## config.mk

```make
export PLATFORM = sky130hd
export DESIGN_NAME = fft_frame_ctrl
export DESIGN_NICKNAME = d
export VERILOG_FILES = /design/src/rtl/fft_frame_ctrl.sv
export SDC_FILE = /design/constraint.sdc
export NUM_CORES = 1
export LEC_CHECK = 0
export ABC_AREA = 1
export CAP_MARGIN = 5
export CORE_AREA = 2 2 126 91
export CTS_CLUSTER_DIAMETER = 200
export CTS_CLUSTER_SIZE = 28
export DETAILED_ROUTE_END_ITERATION = 16
export DIE_AREA = 0 0 128 93
export MAX_ROUTING_LAYER = met4
export PLACE_DENSITY = 0.83
export RECOVER_POWER = 50
export SLEW_MARGIN = 20
export SYNTH_ARGS = -nofsm -noshare
export SYNTH_HDL_FRONTEND = slang
export SYNTH_SLANG_ARGS = --single-unit
export TNS_END_PERCENT = 5
```

## constraint.sdc

```tcl
create_clock -name clk -period 1.9 [get_ports clk]
set_clock_uncertainty 0.2 [all_clocks]
set_input_delay 0.38 -clock clk [delete_from_list [all_inputs] [get_ports clk]]
set_output_delay 0.38 -clock clk [all_outputs]
set_load 0.05 [all_outputs]
```

## src/rtl/fft_frame_ctrl.sv

```systemverilog
// fft_frame_ctrl
// Frame sequencer between a streaming sample source, an FFT core and a
// result sink. It loads N_PT samples into the core, waits for the core to
// answer (with a cycle timeout), and drains N_PT results through a
// valid/ready output stage. Protocol violations are flagged in sticky
// error bits, and completed frames are counted.

module fft_frame_ctrl #(
    parameter int unsigned N_PT    = 128,
    parameter int unsigned DATA_W  = 32,
    parameter int unsigned TIMEOUT = 1023
) (
    input  logic              clk,
    input  logic              reset,
    input  logic              cfg_enable,
    input  logic              cfg_abort,
    input  logic              cfg_err_clr,
    input  logic              s_valid,
    output logic              s_ready,
    input  logic [DATA_W-1:0] s_data,
    input  logic              s_last,
    output logic              fft_start,
    output logic              fft_valid,
    output logic [DATA_W-1:0] fft_data,
    input  logic              fft_out_valid,
    input  logic [DATA_W-1:0] fft_out_data,
    output logic              m_valid,
    input  logic              m_ready,
    output logic [DATA_W-1:0] m_data,
    output logic              m_last,
    output logic              busy,
    output logic              frame_done,
    output logic              err_len,
    output logic              err_timeout,
    output logic              err_overflow,
    output logic [15:0]       frame_cnt
);

    localparam int unsigned CNT_W  = (N_PT > 1) ? $clog2(N_PT) : 1;
    localparam int unsigned WAIT_W = (TIMEOUT > 0) ? $clog2(TIMEOUT + 1) : 1;

    typedef enum logic [2:0] {
        S_IDLE,
        S_LOAD,
        S_WAIT,
        S_DRAIN,
        S_DONE
    } state_t;

    state_t              r_state;
    logic [CNT_W-1:0]    r_in_cnt;
    logic [CNT_W-1:0]    r_out_cnt;
    logic [WAIT_W-1:0]   r_wait_cnt;
    logic                r_fft_start;
    logic                r_fft_valid;
    logic [DATA_W-1:0]   r_fft_data;
    logic                r_m_valid;
    logic [DATA_W-1:0]   r_m_data;
    logic                r_m_last;
    logic                r_frame_done;
    logic [15:0]         r_frame_cnt;
    logic                r_err_len;
    logic                r_err_timeout;
    logic                r_err_overflow;

    logic w_s_accept;
    logic w_m_pop;
    logic w_in_last;
    logic w_out_last;
    logic w_res_window;
    logic w_res_take;
    logic w_res_drop;
    logic w_res_load;
    logic w_timeout_hit;
    logic w_len_err;
    logic w_ovf_err;
    logic w_to_err;

    // Handshake and event decode shared by the sequencer and the error logic
    always_comb begin
        w_s_accept    = s_valid && (r_state == S_LOAD);
        w_m_pop       = r_m_valid && m_ready;
        w_in_last     = (r_in_cnt == CNT_W'(N_PT - 1));
        w_out_last    = (r_out_cnt == CNT_W'(N_PT - 1));
        w_res_window  = (r_state == S_WAIT) || (r_state == S_DRAIN);
        w_res_take    = fft_out_valid && w_res_window;
        w_res_drop    = w_res_take && r_m_valid && !m_ready;
        w_res_load    = w_res_take && !w_res_drop;
        w_timeout_hit = (r_state == S_WAIT) && !fft_out_valid &&
                        (r_wait_cnt == WAIT_W'(TIMEOUT));
        w_len_err     = w_s_accept && (s_last != w_in_last);
        w_ovf_err     = (fft_out_valid && !w_res_window) || w_res_drop;
        w_to_err      = w_timeout_hit;
    end

    // Frame sequencer with registered datapath outputs; abort overrides all
    always_ff @(posedge clk) begin
        if (reset) begin
            r_state      <= S_IDLE;
            r_in_cnt     <= '0;
            r_out_cnt    <= '0;
            r_wait_cnt   <= '0;
            r_fft_start  <= 1'b0;
            r_fft_valid  <= 1'b0;
            r_fft_data   <= '0;
            r_m_valid    <= 1'b0;
            r_m_data     <= '0;
            r_m_last     <= 1'b0;
            r_frame_done <= 1'b0;
            r_frame_cnt  <= '0;
        end else begin
            r_fft_start  <= 1'b0;
            r_frame_done <= 1'b0;
            r_fft_valid  <= w_s_accept;
            if (w_s_accept) begin
                r_fft_data <= s_data;
            end

            // Output stage: a new result replaces the held one only when the
            // slot is free or being emptied this cycle; otherwise it is dropped.
            if (w_res_load) begin
                r_m_valid <= 1'b1;
                r_m_data  <= fft_out_data;
                r_m_last  <= w_out_last;
            end else if (w_m_pop) begin
                r_m_valid <= 1'b0;
            end

            if (cfg_abort) begin
                r_state     <= S_IDLE;
                r_in_cnt    <= '0;
                r_out_cnt   <= '0;
                r_wait_cnt  <= '0;
                r_m_valid   <= 1'b0;
                r_fft_valid <= 1'b0;
            end else begin
                case (r_state)
                    S_IDLE: begin
                        if (cfg_enable) begin
                            r_state     <= S_LOAD;
                            r_fft_start <= 1'b1;
                            r_in_cnt    <= '0;
                        end
                    end
                    S_LOAD: begin
                        if (w_s_accept) begin
                            if (w_in_last) begin
                                r_in_cnt   <= '0;
                                r_wait_cnt <= '0;
                                r_state    <= S_WAIT;
                            end else begin
                                r_in_cnt <= r_in_cnt + CNT_W'(1);
                            end
                        end
                    end
                    S_WAIT, S_DRAIN: begin
                        // Dropped results still count toward the frame length.
                        if (w_res_take) begin
                            if (w_out_last) begin
                                r_out_cnt    <= '0;
                                r_state      <= S_DONE;
                                r_frame_done <= 1'b1;
                                r_frame_cnt  <= r_frame_cnt + 16'd1;
                            end else begin
                                r_out_cnt <= r_out_cnt + CNT_W'(1);
                                r_state   <= S_DRAIN;
                            end
                            r_wait_cnt <= '0;
                        end else if (w_timeout_hit) begin
                            r_wait_cnt <= '0;
                            r_state    <= S_IDLE;
                        end else if (r_state == S_WAIT) begin
                            r_wait_cnt <= r_wait_cnt + WAIT_W'(1);
                        end
                    end
                    S_DONE: begin
                        r_state <= S_IDLE;
                    end
                    default: begin
                        r_state <= S_IDLE;
                    end
                endcase
            end
        end
    end

    // Sticky errors: a newly detected error wins over a same-cycle clear
    always_ff @(posedge clk) begin
        if (reset) begin
            r_err_len      <= 1'b0;
            r_err_timeout  <= 1'b0;
            r_err_overflow <= 1'b0;
        end else begin
            r_err_len      <= (r_err_len      && !cfg_err_clr) || (w_len_err && !cfg_abort);
            r_err_timeout  <= (r_err_timeout  && !cfg_err_clr) || (w_to_err  && !cfg_abort);
            r_err_overflow <= (r_err_overflow && !cfg_err_clr) || (w_ovf_err && !cfg_abort);
        end
    end

    assign s_ready      = (r_state == S_LOAD);
    assign busy         = (r_state != S_IDLE);
    assign fft_start    = r_fft_start;
    assign fft_valid    = r_fft_valid;
    assign fft_data     = r_fft_data;
    assign m_valid      = r_m_valid;
    assign m_data       = r_m_data;
    assign m_last       = r_m_last;
    assign frame_done   = r_frame_done;
    assign frame_cnt    = r_frame_cnt;
    assign err_len      = r_err_len;
    assign err_timeout  = r_err_timeout;
    assign err_overflow = r_err_overflow;

endmodule

```

Word-level counts from Yosys, hierarchy flattened
Index checks and enable logic that the tools add are counted.
- register bits after elaboration: 115
- output and inout port bits: 90
- add/subtract/negate cells: 4
- eq/ne operators: 12
- muxes and demuxes: 22
- bitwise gates (word level): 4
- reduce and logical (&&, ||, !) cells: 41
- operators with widths (kind ; number):
    $mux W10 ; 5
    $mux W7 ; 4
    $pmux W10 S2 ; 1
    $mux W3 ; 6
    $add A16 B1 Y16 const B ; 1
    $logic_and A1 B1 Y1 ; 16
    $add A7 B1 Y7 const B ; 2
    $eq A7 B7 Y1 const B ; 2
    $pmux W7 S2 ; 1
    $reduce_and A4 Y1 ; 3
    $add A10 B1 Y10 const B ; 1
    $eq A10 B10 Y1 const B ; 1
    $pmux W3 S3 ; 1
    $eq A3 B2 Y1 const B ; 2
    $logic_not A1 Y1 ; 6
    $reduce_bool A2 Y1 ; 3
    $logic_or A1 B1 Y1 ; 5
    $mux W1 ; 4
    $ne A2 B1 Y1 const B ; 2
    $ne A4 B4 Y1 const B ; 1
    $not A1 Y1 ; 4
    $reduce_or A2 Y1 ; 2
    $reduce_or A4 Y1 ; 1
    $eq A3 B1 Y1 const B ; 1
    other kinds (8) ; 8

Logic depth before layout (Yosys ltp)
- depth after elaboration: 8
- depth in mapped cells: 11
- gate-level depth less buffers: 10

Worst setup path after synthesis
OpenSTA, ideal clock, no wires.
- path kind: register -> register
- from: register r_frame_cnt[0], in the netlist frame_cnt[0]
- to: register r_frame_cnt[12], in the netlist frame_cnt[12]
- arrival time: 1737 ps
- required time: 1583 ps
- setup slack: -154 ps
- stages on the path, launching flop included: 9
- path buffers: 0
- cells stage by stage: dfxtp_1 > ha_1 > nand3_1 > nor2_1 > nand3_1 > nor2_1 > nand3_1 > nand2_1 > nor2_1
- word-level cells in the longest chain between the ends: 1
- ends and longest elaborated chain (what ; line ; text):
    start, declared ; 61 ; logic [15:0] r_frame_cnt;
    start signal, assigned ; 163 ; r_frame_cnt <= r_frame_cnt + 16'd1;
    $add A16 B1 Y16 ; 163 ;
No other way between the ends.
A chain may end at the register's enable or synchronous reset.

Worst setup path in the final report
- from: register r_state[2]
- to: output port s_ready
- word-level cells in the longest chain between the ends: 1
- ends and longest elaborated chain (what ; line ; text):
    start, declared ; 50 ; state_t r_state;
    start signal, assigned ; 99 ; r_state <= S_IDLE;
    start signal, assigned ; 130 ; r_state <= S_IDLE;
    start signal, assigned ; 140 ; r_state <= S_LOAD;
    $eq A3 B1 Y1 ; 200 ; assign s_ready = (r_state == S_LOAD);
    end, declared ; 19 ; output logic s_ready,
No other way between the ends.

==> impl_metrics.yaml <==
status:
  status: "complete, no violations"
sta:
  slew_headroom_pct: 71.66
  maxSlewViolCount: 0
  worst_slew_pin_slew_ns: 0.4252
  clock.fmax_mhz: 537.1
  whs_ns: 0.2595
  period_needed_ns: 1.862
  setup_viol: 0
  rsz0062_at_grt: "yes"
  hold_viol_final: 0
  finalCritPeriodShare_pct: 97.99
global_route:
  grt_usage_pct: 22.49
  grt_max_degree: 42
  antenna_found_initial: 0
  grt_pass1_wl_um: 21110
  grt-ovfl-total: 0
  grt_pass1_vias: 4566
critical_path:
  crit_family: "flip-flops"
  cp_slowest_cell: "dfxtp_1"
  crit_arrival_ns: 1.28
  cp_num_buf_inv: 2
  ff2ff_setup_slack_ns: 0.09
  cp-start-kind: "flop"
  slowest_delay_ns: 0.33
  required_ns: 1.32
  path_cells: "inv_1 -> nand2_2 -> nor2_4 -> buf_12"
  path_max_fanout: 5
  critical_path_class: "flop to output port"
  crit_start: "r_state[2]"
  r2r_start: "r_state[2]"
  end_kind: "output port"
hold_path:
  min_from: "fft_data[16]"
  hold_class: "flop to flop"
pwr:
  internal_power_uw: 5154
  pwr-share-seq_pct: 36.9
  clkPwrFrac_pct: 52.1
  p_leak_uw: 0.003052
  p_comb_share_pct: 11.0
  ir_worst_vdd_v: 0.0005766
  switching_share_pct: 24.25
  switchingPower_uw: 1650
  p_per_area_nw_per_um2: 944.9
finish:
  drive_above_1_share_pct: 22.67
  fin_util_pct: 67.11
  num-fill-cells: 910
  syn_to_final_growth_pct: 52.45
  n_antenna_cell: 0
  nets: 933
  final_cell_mix: "nand2_1, nor2_1, dfxtp_1"
  layout_commonest_cell: "nand2_1"
  design_area_um2: 7201
routing:
  routedWlPerCell_um: 13.03
  vias: 4874
  routed_wl_um: 13090
  antenna_left: 0
  dr.pass1.iters: 4
  remaining_drc_errors: 0
  viasPerCell: 4.850
  drt_iter0_markers: 252
synthesis:
  synthDistinctLibCells: 36
  yosys_warnings: 0
  synth.avg_cell_area_um2: 7.244
  syn-cell-area_um2: 4723
  synthArstFlopShare_pct: 0
  synth-seq-cells: 115
  synth_top_flop_cell: "dfxtp_1"
  yosysSeqAreaShare_pct: 48.74
  synth-edff-count: 0
  synthCells: 652
  syn_nets: 729
clock_network:
  htreeDepth: 4
  clock_latency_ns: 0.40
  cts_buffers: 17
  root_buffer: "clkbuf_16"
  clkSinkCount: 115
  cts_tree: "done"
  holdBufCountCts: 0
  path_clk_slew_ns: 0.06
  clock_path_buffers: 2
placement:
  hpwlAfterDp_um: 9331
  postPlaceCellArea_um2: 6669
  place_congestion: 0.9429
  port_buffers: 162
floorplanning:
  die_w_um: 128
  die_area_um2: 11900
  initial_core_util_pct: 44.02
  die-height_um: 93
  rows: 32
  ios: 163
  coreArea_um2: 10730
run:
  max_cap_viol_count: 0
-- area by class of cell --
class	instances	area [um^2]	area share (%)
multi-input combinational	472	2210	30.69
timing repair buffer	209	1688	23.44
clock inverter	14	224.0	3.110
sequential	115	2310	32.08
tap	136	170.2	2.363
inverter	41	160.2	2.224
clock buffer	18	439.2	6.099
-- final timing paths --
check	endpoint	depth (start not counted)
max	s_ready	4
min	fft_data[16]	2
max reg2reg	r_out_cnt[5]	7
min reg2reg	fft_data[16]	2
-- through the flow --
step                      setup slack, ns  total power (uW)  setup TNS (ns)  std cells
final                             0.03826              6804               0       1005
after global routing             -0.04142              7021         -0.1781       1005
after detailed placement          -0.1494              3329          -3.863        972
after floorplan                  0.001452              2964               0        652
after CTS                       -0.002309              6887       -0.002309       1004
after global placement            -0.1208              3323          -2.498        972
-- power by group through the flow --
stage	sequential, uW	clock [uW]	combinational, uW
3_3_place_gp	2560	0	763
3_5_place_dp	2560	0	768
2_1_floorplan	2740	0	227
5_1_grt	2520	3700	800
6_report	2510	3550	746
4_1_cts	2510	3600	773
-- synth_stat cells (2+ instances only) --
cell	n	share of area, %
xnor2_1	4	0.74
nor2_4	3	0.72
or2_2	2	0.26
inv_1	38	3.0
nand2_1	155	12
ha_1	4	1.1
o21bai_1	2	0.32
buf_2	6	0.64
nand3_1	31	3.3
nor2_2	2	0.26
nor3_1	8	0.85
clkbuf_1	15	1.2
xor2_1	6	1.1
nand3_2	2	0.42
a31oi_1	2	0.26
inv_2	2	0.16
a21oi_1	58	6.1
o21ai_0	45	4.8
nor2_1	127	10
nor3b_1	2	0.32
nand4_1	8	1.1
and2_1	2	0.26
dfxtp_1	115	49
-- cell families (layout without fill, tap and decap cells) --
group,count (synthesis),after routing,share of synthesized area (%)
and+or+nand+nor,347,347,30.73
DFF,115,115,48.74
AOI/OAI and AO/OA,111,111,12.08
buffers and inverters,65,282,5.536
xor gates and xnor gates,10,10,1.854
adders and majority gates,4,4,1.060
-- tightest hold or removal path: stages, from the launching register on --
cell     delay (ns)
dfxtp_1        0.31
nand2_1        0.06
a21oi_1        0.05
-- timing repair --
| item | in CTS | in global routing |
|---|---|---|
| gates cloned | 0 | 0 |
| gates resized for setup | 1 | 20 |
| buffers inserted | 0 | 1 |
| endpoints found under the setup margin | 2 | 32 |
| pin swaps | 0 | 1 |
-- per-layer routing --
metal  wire length (um)  global-route usage, %  vias to the layer above
met5                  0                      -                        -
met4                138                  7.143                        0
met3                887                  5.778                       14
met2               5887                  35.12                      151
met1               6180                  28.85                     2199
li1                   -                      -                     2510
-- sequential cells by signal (all words and copies together) (netlist names) --
name	count
err_len	1
err_overflow	1
err_timeout	1
fft_data	32
fft_start	1
fft_valid	1
frame_cnt	16
frame_done	1
m_data	32
m_last	1
m_valid	1
r_in_cnt	7
r_out_cnt	7
r_state	3
r_wait_cnt	10
(Power assumes the default switching activity.)
